==> config.mk <==
export PLATFORM = sky130hd
export DESIGN_NAME = sweep_controller
export DESIGN_NICKNAME = d
export VERILOG_FILES = /design/src/rtl/sweep_ctrl_pkg.sv /design/src/rtl/sweep_controller_strobe_divider.sv /design/src/rtl/sweep_controller.sv
export SDC_FILE = /design/constraint.sdc
export NUM_CORES = 1
export LEC_CHECK = 0
export ABC_CLOCK_PERIOD_IN_PS = 2500
export BUFFER_PORTS_ARGS = -buffer_cell sky130_fd_sc_hd__buf_4
export CAP_MARGIN = 30
export CORE_MARGIN = 2
export CORE_UTILIZATION = 35
export CTS_BUF_LIST = sky130_fd_sc_hd__clkbuf_4
export CTS_CLUSTER_SIZE = 8
export DETAILED_ROUTE_END_ITERATION = 8
export GPL_TIMING_DRIVEN = 0
export PLACE_DENSITY = 0.58
export SYNTH_ARGS = -nofsm -noshare
export SYNTH_HDL_FRONTEND = slang
export SYNTH_SLANG_ARGS = --single-unit
==> constraint.sdc <==
create_clock -name clk -period 2.5 [get_ports clk]
set_input_delay 0.125 -clock clk [delete_from_list [all_inputs] [get_ports clk]]
set_output_delay 0.125 -clock clk [all_outputs]
set_load 0.02 [all_outputs]
==> src/rtl/sweep_ctrl_pkg.sv <==
// Shared types for the triangle-generator sweep sequencer: FSM states and
// the sweep direction tracked by the optional output checker.
package sweep_ctrl_pkg;

  typedef enum logic [2:0] {
    IDLE,
    CLEAR,
    RUN,
    PAUSE,
    DONE
  } state_t;

  typedef enum logic {
    UP,
    DOWN
  } dir_t;

  function automatic logic is_busy(input state_t s);
    return (s == CLEAR) || (s == RUN) || (s == PAUSE);
  endfunction

endpackage

==> src/rtl/sweep_controller_strobe_divider.sv <==
// Programmable prescaler: while not held, emits a one-cycle registered strobe
// every period+1 advancing cycles; hold freezes the count and blocks the strobe.
module strobe_divider #(
  parameter int W = 16
) (
  input  logic         clk,
  input  logic         rst,
  input  logic         clear,
  input  logic         hold,
  input  logic [W-1:0] period,
  output logic         strobe
);

  logic [W-1:0] cnt;

  // NOTE: sequential state uses non-blocking assignments so every flop samples pre-edge values.
  always_ff @(posedge clk) begin
    if (rst || clear) begin
      cnt    <= '0;
      strobe <= 1'b0;
    end else if (hold) begin
      strobe <= 1'b0;
    end else if (cnt == period) begin
      cnt    <= '0;
      strobe <= 1'b1;
    end else begin
      cnt    <= cnt + 1'b1;
      strobe <= 1'b0;
    end
  end

endmodule

==> src/rtl/sweep_controller.sv <==
// Sequencer for one N-bit triangle generator: clear, paced step strobes and
// half-sweep counting. Define SWEEP_CONTROLLER_CHECK_EN to build the tri_out checker.
module sweep_controller
  import sweep_ctrl_pkg::*;
#(
  parameter int N          = 8,
  parameter int PRESCALE_W = 16,
  parameter int SWEEPS_W   = 8
) (
  input  logic                  clk,
  input  logic                  rst,
  input  logic                  start,
  input  logic                  pause,
  input  logic                  abort,
  input  logic [PRESCALE_W-1:0] period,
  input  logic [SWEEPS_W-1:0]   sweeps,
  input  logic [N-1:0]          tri_out,
  output logic                  tri_rst,
  output logic                  tri_ena,
  output logic                  busy,
  output logic                  done,
  output logic [SWEEPS_W-1:0]   sweep_count,
  output logic                  tri_err
);

  // Index of the last step of a half-sweep (2^N-1 steps, counted from 0).
  localparam logic [N-1:0] STEP_LAST = {{(N-1){1'b1}}, 1'b0};

  state_t                state, state_next;
  logic [PRESCALE_W-1:0] period_q;
  logic [SWEEPS_W-1:0]   sweeps_q;
  logic [SWEEPS_W-1:0]   sweep_inc;
  logic [N-1:0]          step_cnt;
  logic                  start_acc;
  logic                  half_done;
  logic                  final_step;
  logic                  run_finished;
  logic                  div_hold;

  assign start_acc    = (state == IDLE) && start && !abort;
  assign half_done    = tri_ena && (step_cnt == STEP_LAST);
  assign sweep_inc    = sweep_count + 1'b1;
  assign final_step   = half_done && (sweeps_q != '0) && (sweep_inc == sweeps_q);
  // Covers a final step that landed in the same cycle pause was raised.
  assign run_finished = (sweeps_q != '0) && (sweep_count == sweeps_q);

  always_ff @(posedge clk) begin
    if (rst) state <= IDLE;
    else     state <= state_next;
  end

  always_comb begin
    // NOTE: default first so every path assigns state_next and no latch is inferred.
    state_next = state;
    case (state)
      IDLE:    if (start_acc) state_next = CLEAR;
      CLEAR:   state_next = abort ? IDLE : RUN;
      RUN: begin
        if (abort)           state_next = IDLE;
        else if (pause)      state_next = PAUSE;
        else if (final_step) state_next = DONE;
      end
      PAUSE: begin
        if (abort)       state_next = IDLE;
        else if (!pause) state_next = run_finished ? DONE : RUN;
      end
      DONE:    state_next = IDLE;
      default: state_next = IDLE;
    endcase
  end

  // The strobe is registered, so the prescaler advances into RUN one cycle
  // ahead; this places the first strobe period+1 cycles after CLEAR.
  assign div_hold = (state_next != RUN);

  strobe_divider #(
    .W(PRESCALE_W)
  ) u_strobe_divider (
    .clk   (clk),
    .rst   (rst),
    .clear (start_acc),
    .hold  (div_hold),
    .period(period_q),
    .strobe(tri_ena)
  );

  // Counting follows tri_ena even on an aborting edge: an issued step is real.
  always_ff @(posedge clk) begin
    if (rst) begin
      period_q    <= '0;
      sweeps_q    <= '0;
      step_cnt    <= '0;
      sweep_count <= '0;
    end else if (start_acc) begin
      period_q    <= period;
      sweeps_q    <= sweeps;
      step_cnt    <= '0;
      sweep_count <= '0;
    end else if (half_done) begin
      step_cnt    <= '0;
      sweep_count <= sweep_inc;
    end else if (tri_ena) begin
      step_cnt    <= step_cnt + 1'b1;
    end
  end

  assign tri_rst = (state == CLEAR);
  assign busy    = is_busy(state);
  assign done    = (state == DONE);

`ifdef SWEEP_CONTROLLER_CHECK_EN
  logic [N-1:0] mirror_pos;
  dir_t         mirror_dir;
  logic         err_q;

  always_ff @(posedge clk) begin
    if (rst) begin
      mirror_pos <= '0;
      mirror_dir <= UP;
      err_q      <= 1'b0;
    end else begin
      if (start_acc)
        err_q <= 1'b0;
      else if (((state == RUN) || (state == PAUSE)) && (tri_out != mirror_pos))
        err_q <= 1'b1;

      if (state == CLEAR) begin
        mirror_pos <= '0;
        mirror_dir <= UP;
      end else if (tri_ena) begin
        mirror_pos <= (mirror_dir == UP) ? mirror_pos + 1'b1 : mirror_pos - 1'b1;
        if (half_done) mirror_dir <= (mirror_dir == UP) ? DOWN : UP;
      end
    end
  end

  assign tri_err = err_q;
`else
  logic unused_tri_out;
  assign unused_tri_out = ^tri_out;
  assign tri_err        = 1'b0;
`endif

endmodule

# After elaboration in Yosys (flattened, before gate mapping)
# Cells that the tools add are included.
# word_totals
register_bits,60
latch_bits,0
ramBits,0
mem_bits_ro,0
input_bits,37
output_inout_bits,13
elab_cells,45
mem_count,0
# classes
add_sub_neg,3
mul,0
n_div,0
order_cmp,0
eq_ne,9
shifts,0
muxes,11
bitwise_logic,0
reduce_logical,15
# op_table
op,count
3-bit 2-to-1 mux,7
16-bit by 1-bit adder with 16-bit output (second input constant),1
8-bit by 1-bit adder with 8-bit output (second input constant),2
16-bit equality test,1
8-bit equality test,2
16-bit 2-to-1 mux,1
3-bit one-hot mux with 4 select lines,1
8-bit equality test (second input constant),1
8-bit nonzero test,1
3-bit by 2-bit equality test with 1-bit output (second input constant),2
1-bit logical AND,6
2-bit OR reduction,2
3-bit by 1-bit equality test with 1-bit output (second input constant),1
3-bit equality test (second input constant),1
3-bit logical NOT,1
1-bit logical OR,3
3-bit by 2-bit != test with 1-bit output (second input constant),1
3-bit OR reduction,1
2-bit 2-to-1 mux,1
1-bit logical NOT,1
1-bit 2-to-1 mux,1

# Logic depth before layout (Yosys ltp)
# Gate-level depths: netlist of run 1.
# logic_depth
ltp_word,10
ltp_mapped,11

# By module
# Synthesis of run 1 repeated with hierarchy kept, for this count alone.
# hier_totals
hier_cells,360
area_unflattened_um2,2984.1
# modules_own_cells
mod,n_inst,cells_each,area_per_inst_um2,seq_area_each_um2
sweep_controller,1,254,2042.0,860.8
strobe_divider,1,106,942.2,340.3

# Least setup slack after synthesis of run 1
# Ideal clock, no wire load.
# synth_timing
kind,reg2reg
start,register sweep_count[1]
end,register u_strobe_divider.cnt[10]
arrival_time_ns,2.318
setup_slack_ns,0.064
path_stages_with_launch,12
period_less_slack_ns,2.436
cell_sequence,dfxtp_1 ha_1 clkbuf_1 and3_1 o211ai_1 o311ai_1 a41o_1 o21ai_1 buf_2 o21a_4 buf_6 a32o_1
# synth_between
elab_chain_len,8
elab_cells_between_ends,13
classes_between,add/sub: 1; eq/ne: 3; mux: 7; reduce/logical: 2
# synth_lines
element,line,text
start: declaration,sweep_controller.sv:22,"output logic [SWEEPS_W-1:0] sweep_count,"
start signal: assignment,sweep_controller.sv:101,sweep_count <= sweep_inc;
8-bit by 1-bit adder with 8-bit output,sweep_controller.sv:42,assign sweep_inc = sweep_count + 1'b1;
8-bit equality test,sweep_controller.sv:43,assign final_step = half_done && (sweeps_q != '0) && (sweep_inc == sweeps_q);
1-bit logical AND,sweep_controller.sv:43,
3-bit 2-to-1 mux,sweep_controller.sv:61,else if (final_step) state_next = DONE;
3-bit 2-to-1 mux,sweep_controller.sv:60,else if (pause) state_next = PAUSE;
3-bit 2-to-1 mux,sweep_controller.sv:59,if (abort) state_next = IDLE;
3-bit one-hot mux with 4 select lines (*),sweep_controller.sv:55,case (state)
3-bit by 2-bit != test with 1-bit output (*),sweep_controller.sv:74,assign div_hold = (state_next != RUN);
end signal: assignment,sweep_controller_strobe_divider.sv:27,cnt <= cnt + 1'b1;
end: declaration,sweep_controller_strobe_divider.sv:14,logic [W-1:0] cnt;
# Every way passes the cells marked *; elsewhere a longest branch is shown, timed or not.
# A chain may end at the register's enable or synchronous reset.

# Worst setup path after layout of run 1
# layout_timing
start,register sweep_count[1]
end,register u_strobe_divider.cnt[9]
# Same word-level chain as after synthesis.

==> results of run 1 <==
==> repair_timing <==
item,in CTS,in global routing
gates resized for setup,4,14
hold endpoints to repair,26,0
buffers inserted,0,6
pin swaps,0,3
endpoints found under the setup margin,17,16
hold buffers,25,0
==> state kept, by name, indices dropped and copies added, names as in the netlist <==
register                 cells
step_cnt                     8
u_strobe_divider.cnt        16
period_q                    16
sweep_count                  8
state                        3
sweeps_q                     8
u_strobe_divider.strobe      1
==> path summary, 6_finish.rpt <==
path | start | endpoint | slack, ns
worst max-delay path | sweep_count[1] | u_strobe_divider.cnt[9] | 0.12
worst min-delay path | pause | state[0] | 0.11
worst max register to register | sweep_count[1] | u_strobe_divider.cnt[9] | 0.12
worst min register to register | period_q[5] | period_q[5] | 0.47
==> layer usage <==
metal | wire [um] | track usage [%] | up-vias
met4 | 100 | 6.22 | 0
met2 | 3740 | 26.1 | 66
met3 | 373 | 4.11 | 10
li1 | - | - | 1542
met5 | 0 | 0 | -
met1 | 4100 | 24.7 | 1399
==> layout make-up <==
type                            count  share of cell area [%]
Tap cell                          108                    3.31
Buffer                             23                    3.00
Inverter                            4                   0.367
Clock inverter                      6                    2.17
Timing Repair Buffer               71                    14.6
Sequential cell                    60                    29.5
Multi-Input combinational cell    307                    45.2
Clock buffer                       10                    1.84
==> critical path, cell delays in order, from the launching register on <==
cell      delay, ns
dfxtp_4        0.38
ha_4           0.19
nor3b_2        0.18
a21oi_1        0.08
o311ai_2       0.34
a41o_1         0.24
o21ai_1        0.10
buf_4          0.17
o21a_4         0.24
buf_6          0.14
a32o_1         0.21
==> power by group <==
part | switching [uW] | internal (uW)
registers | 21.4 | 975
clock network | 376 | 416
logic | 141 | 127
total | 539 | 1520
==> per-stage QoR <==
step | instance area, um2 | instances
floorplan | 3140 | 398
global placement | 3580 | 546
detailed placement | 3580 | 546
CTS | 4000 | 586
global route | 4090 | 589
finish | 4090 | 589
==> logic make-up after synthesis <==
logic type | Yosys count | share of synthesized area [%]
compound gates | 69 | 14.7
xor+xnor | 42 | 11.7
fa+ha+maj | 4 | 1.59
buf+inv | 31 | 4.50
flops | 60 | 38.2
mux | 2 | 0.637
other cells | 1 | 0.119
simple gates | 189 | 28.5
==> cells in the final DEF (no fill, tap or decap), types with 3 or more instances in the layout <==
| cell | instances |
|---|---|
| a21oi_1 | 27 |
| a32o_1 | 14 |
| and3_1 | 6 |
| buf_4 | 49 |
| clkbuf_1 | 14 |
| clkbuf_4 | 12 |
| dfxtp_1 | 57 |
| dlygate4sd3_1 | 25 |
| ha_1 | 3 |
| inv_1 | 4 |
| nand2_1 | 80 |
| nand3_1 | 16 |
| nand4_1 | 6 |
| nor2_1 | 29 |
| nor3_1 | 18 |
| nor4_1 | 8 |
| o21ai_0 | 15 |
| or2_2 | 4 |
| or3_1 | 6 |
| xnor2_1 | 6 |
| xor2_1 | 35 |
==> results.ini, run 1 <==
[status]
outcome=finished clean

[routing]
vias=3017
first_pass_iters=4
wirelength_um=8310
drc=0
drt_iter0_drc=159
ant_nets=0
routedWlPerCell_um=14.1
via_per_inst=5.12

[flow_run]
drv_cap=0

[sta]
fin_tns_setup_ns=0
hold_violations=0
fin_crit_sh_pct=95.3
setup_ws_ns=0.117
relSlewSlack_pct=59.9
skew_ns=0.0170
slew_viol_final=0
post-route-min-period_ns=2.38
hold_ws_ns=0.110
max_freq_mhz=420
setup_viol_count_final=0
worstMarginPinSlew_ns=0.599

[finish]
drive_above_1_share_pct=18.3
nets=517
multi_input_area_mm2=0.00185
fillers=867
register_area_mm2=0.00121
final_core_util_pct=46.9
areaGrowthSynthToFinish_pct=30.1
antenna_cells=0

[logic_synthesis]
synth_top_flop_cell=dfxtp_1
yosys.area.top_type=dfxtp_1
synth_nets=439
ys_ff_latch=60
syn_avg_cell_area_um2=7.90
seq_area_frac_synth_pct=38.2
synth_area_mm2=0.00314
async_flop_share_pct=0
ys_types=48
yosys-top-cells-count=80 x nand2_1, 60 x dfxtp_1, 35 x xor2_1
synth_top_area_share_pct=38.2
synthCells=398
synth_edf_count=0
synth.most_common_cell=nand2_1
synth_area_leaders=dfxtp_1 38%, xor2_1 9.8%, nand2_1 9.6%
yosysWarnings=0

[setup_path]
critical_path_class=register to register
worstPathMaxFanout=10
timing.critical_path.to_type=register
arrival_ns=2.69
startpoint_type=register
cp.required_ns=2.81
reg2reg_depth=10

[floorplan]
rows=34
die_h_um=98.8
io_pins=50
dieWidth_um=98.8
start_util_pct=36.0
core_area_mm2=0.00872
die_area_mm2=0.00975

[global_routing]
gr-total-overflow=0
grt_usage_pct=17.5
grt_first_pass_wirelength_um=13600
grt_pass1_vias=2796
antenna_found_initial=0
grt_max_degree=12

[placement]
dp_slack_ns=-0.256
portBuffers=40
place_hpwl_um=5890
place_congestion=0.867

[hold_path]
whs_path_depth=5
hp-class=primary input to register

[clock_tree]
clock_path_buffers=2
cts.sinks=60
htree_levels=3
cts-buffers-inserted=9
clk_latency_ns=0.42
clkTransAtPathRegs_ns=0.11
root_buffer=clkbuf_4
cts_tree=done

[pwr]
powerDensity_mw_per_mm2=503
vdd_drop_max_mv=0.254
total_power_uw=2060
p_leak_uw=0.00168

Note: power is estimated with default switching activity, not from simulation.
==> run 2: changes to the inputs <==
--- a/config.mk
+++ b/config.mk
@@ -5,16 +5,16 @@
 export SDC_FILE = /design/constraint.sdc
 export NUM_CORES = 1
 export LEC_CHECK = 0
-export ABC_CLOCK_PERIOD_IN_PS = 2500
+export ABC_CLOCK_PERIOD_IN_PS = 2600
 export BUFFER_PORTS_ARGS = -buffer_cell sky130_fd_sc_hd__buf_4
 export CAP_MARGIN = 30
 export CORE_MARGIN = 2
-export CORE_UTILIZATION = 35
+export CORE_UTILIZATION = 55
 export CTS_BUF_LIST = sky130_fd_sc_hd__clkbuf_4
 export CTS_CLUSTER_SIZE = 8
 export DETAILED_ROUTE_END_ITERATION = 8
 export GPL_TIMING_DRIVEN = 0
-export PLACE_DENSITY = 0.58
+export PLACE_DENSITY = 0.82
 export SYNTH_ARGS = -nofsm -noshare
 export SYNTH_HDL_FRONTEND = slang
 export SYNTH_SLANG_ARGS = --single-unit
==> constraint.sdc (replaced) <==
create_clock -name clk -period 2.6 [get_ports clk]
set_input_delay 0.13 -clock clk [delete_from_list [all_inputs] [get_ports clk]]
set_output_delay 0.13 -clock clk [all_outputs]
set_load 0.02 [all_outputs]
==> run 2 against run 1 <==
- count of clock-buffer cells in the layout did not move
- critical path type unchanged
- combinational power is 8.2% lower
- highest routed layer unchanged
- routed wire length is 1.3% lower
- via count increased by 3.7%
- global-route usage rose by 10 points
- worst setup slack worse by 0.051 ns
- non-clock buffer count is 4 lower
- hold slack better by 0.020 ns
==> results.ini, run 2 (synthesized netlist as in run 1, its figures left out) <==
[floorplan]
rows=27  ; -21%
dieWidth_um=79.6  ; -19%
core_area_mm2=0.00551  ; -37%
io_pins=50  ; unchanged
die_area_mm2=0.00634  ; -35%
start_util_pct=57.1  ; +21 points
die_h_um=79.6  ; -19%

[finish]
nets=513  ; -0.77%
final_cell_mix=80 x nand2_1, 59 x dfxtp_1, 41 x buf_4
areaGrowthSynthToFinish_pct=26.0
drive_above_1_share_pct=16.4  ; -1.9 points
antenna_cells=0  ; unchanged
largestRegisters=period_q x16, u_strobe_divider.cnt x16
mostFrequentLayoutCell=nand2_1
finalNonFillerCells=549  ; -6.8%

[sta]
fin_tns_setup_ns=0  ; unchanged
post-route-min-period_ns=2.53  ; +0.151 ns
fin_crit_sh_pct=97.4  ; +2.1 points
hold_violations=0  ; unchanged
relSlewSlack_pct=60.9  ; +1.0 points
worstMarginPinSlew_ns=0.584  ; -0.0149 ns
max_freq_mhz=395  ; -5.9%
slew_viol_final=0  ; unchanged
setup_viol_count_final=0  ; unchanged
skew_ns=0.00668  ; -0.0104 ns

[flow_run]
drv_cap=0  ; unchanged

[clock_tree]
cts_tree=done
clock_path_buffers=2  ; unchanged
clk_latency_ns=0.42  ; about the same
root_buffer=clkbuf_4
post-cts-setup-buffers=0  ; unchanged
clkTransAtPathRegs_ns=0.10  ; about the same
cts-buffers-inserted=9  ; unchanged
cts.sinks=60  ; unchanged
htree_levels=3  ; unchanged

[setup_path]
timing.critical_path.to_type=register
arrival_ns=2.85  ; +0.16 ns
critical_path_class=register to register
worstPathMaxFanout=10  ; unchanged
startpoint_type=register
cp.required_ns=2.92  ; +0.11 ns

[pwr]
p_leak_uw=0.00165  ; -1.6%
vdd_drop_max_mv=0.434  ; +71%
switching_power_uw=517  ; -4.2%
pwr-share-seq_pct=48.7  ; +0.3 points
powerDensity_mw_per_mm2=497  ; -1.3%
intPower_uw=1450  ; -4.4%
p_clk_share_pct=38.7  ; +0.2 points
total_power_uw=1970  ; -4.3%
comb_power_share_pct=12.6  ; -0.5 points
swShare_pct=26.3  ; +0.043 points

[global_routing]
grt_usage_pct=27.6  ; +10 points
grt_pass1_vias=3011  ; +7.7%
grt_busiest_layer=met2
grt_max_degree=12  ; unchanged
grtUsageMet1_pct=33.1  ; +8.4 points
grt_util_met3_pct=7.69  ; +3.6 points
grt_first_pass_wirelength_um=13700  ; +0.26%
antenna_found_initial=0  ; unchanged
gr-total-overflow=0  ; unchanged
use_met2_pct=47.3  ; +21 points

[routing]
ant_nets=0  ; unchanged
vias=3129  ; +3.7%
routedWlPerCell_um=15.0  ; +5.9%
via_per_inst=5.70  ; +11%
first_pass_iters=6  ; +2
drc=0  ; unchanged
drt_iter0_drc=181  ; +14%
wirelength_um=8210  ; -1.3%

[hold_path]
hp-class=primary input to register

[placement]
place_congestion=0.860  ; -0.84%
portBuffers=40  ; unchanged
place_hpwl_um=5330  ; -9.5%
dp_cells=510  ; -6.6%

[status]
outcome=finished clean

==> run 2: changes by cell type in the layout (fill, tap and decap cells not counted), moves of 2 or more <==
cell      delta
buf_2        +4
buf_4        -8
clkbuf_1     +2
clkbuf_4     -2
dfxtp_1      +2
==> run 2: area by class of cell <==
type | count | area, um2
plain buffers | 25 | 120
clock buffers | 10 | 75.1
clock inverters | 6 | 88.8
fillers | 424 | 1550
inverters | 4 | 15.0
multi-input cells | 307 | 1820
flip-flops and latches | 60 | 1200
well taps | 72 | 90.1
repair buffers | 65 | 551
==> run 2: worst paths after layout <==
kind | slack (ns) | startpoint | cells after the start | to
worst min register to register | 0.48 | period_q[14] | 2 | period_q[14]
worst min-delay path | 0.13 | pause | 5 | state[0]
worst max register to register | 0.07 | sweep_count[1] | 10 | u_strobe_divider.cnt[7]
worst max-delay path | 0.07 | sweep_count[1] | 10 | u_strobe_divider.cnt[7]
==> run 2: metal layers <==
metal,part of all wire [%],vias up,wire length (um)
met3,6.5,20,531
met5,0,-,0
met1,43,1452,3550
met2,49,117,3990
li1,-,1540,-
met4,1.7,0,142
==> run 2: stage by stage <==
step	setup slack [ns]	cell area [um2]	hold WS [ns]	util (%)
finish	0.0664	3960	0.130	71.9
global placement	-0.0458	3530	0.342	64.2
CTS	0.0277	3960	0.124	71.8
detailed placement	-0.0827	3530	0.351	64.2
global route	-0.0115	3960	0.148	71.9
floorplan	0.164	3140	0.220	-
==> run 2: critical path, cell delays in order (launching register included) <==
cell and delay (ns):
dfxtp_2 0.39, ha_1 0.32, nor3b_2 0.21, a21oi_1 0.07, o311ai_2 0.29, a41o_1 0.24
o21ai_1 0.10, buf_2 0.20, o21a_4 0.25, buf_6 0.14, a32o_1 0.21
==> run 2: what timing repair did <==
item / 4_1_cts / 5_1_grt
gates resized for setup: 2 / 4
setup endpoints to repair: 10 / 12
hold endpoints to repair: 25 / 0
hold buffers: 25 / 0
pin swaps: 0 / 0
==> run 2: power by group through the flow <==
stage	logic (uW)	registers [uW]	clock network (uW)
after detailed placement	209	977	0
final	247	959	762
after floorplan	136	972	0
after CTS	240	956	765
after global placement	203	977	0
after global routing	271	961	815
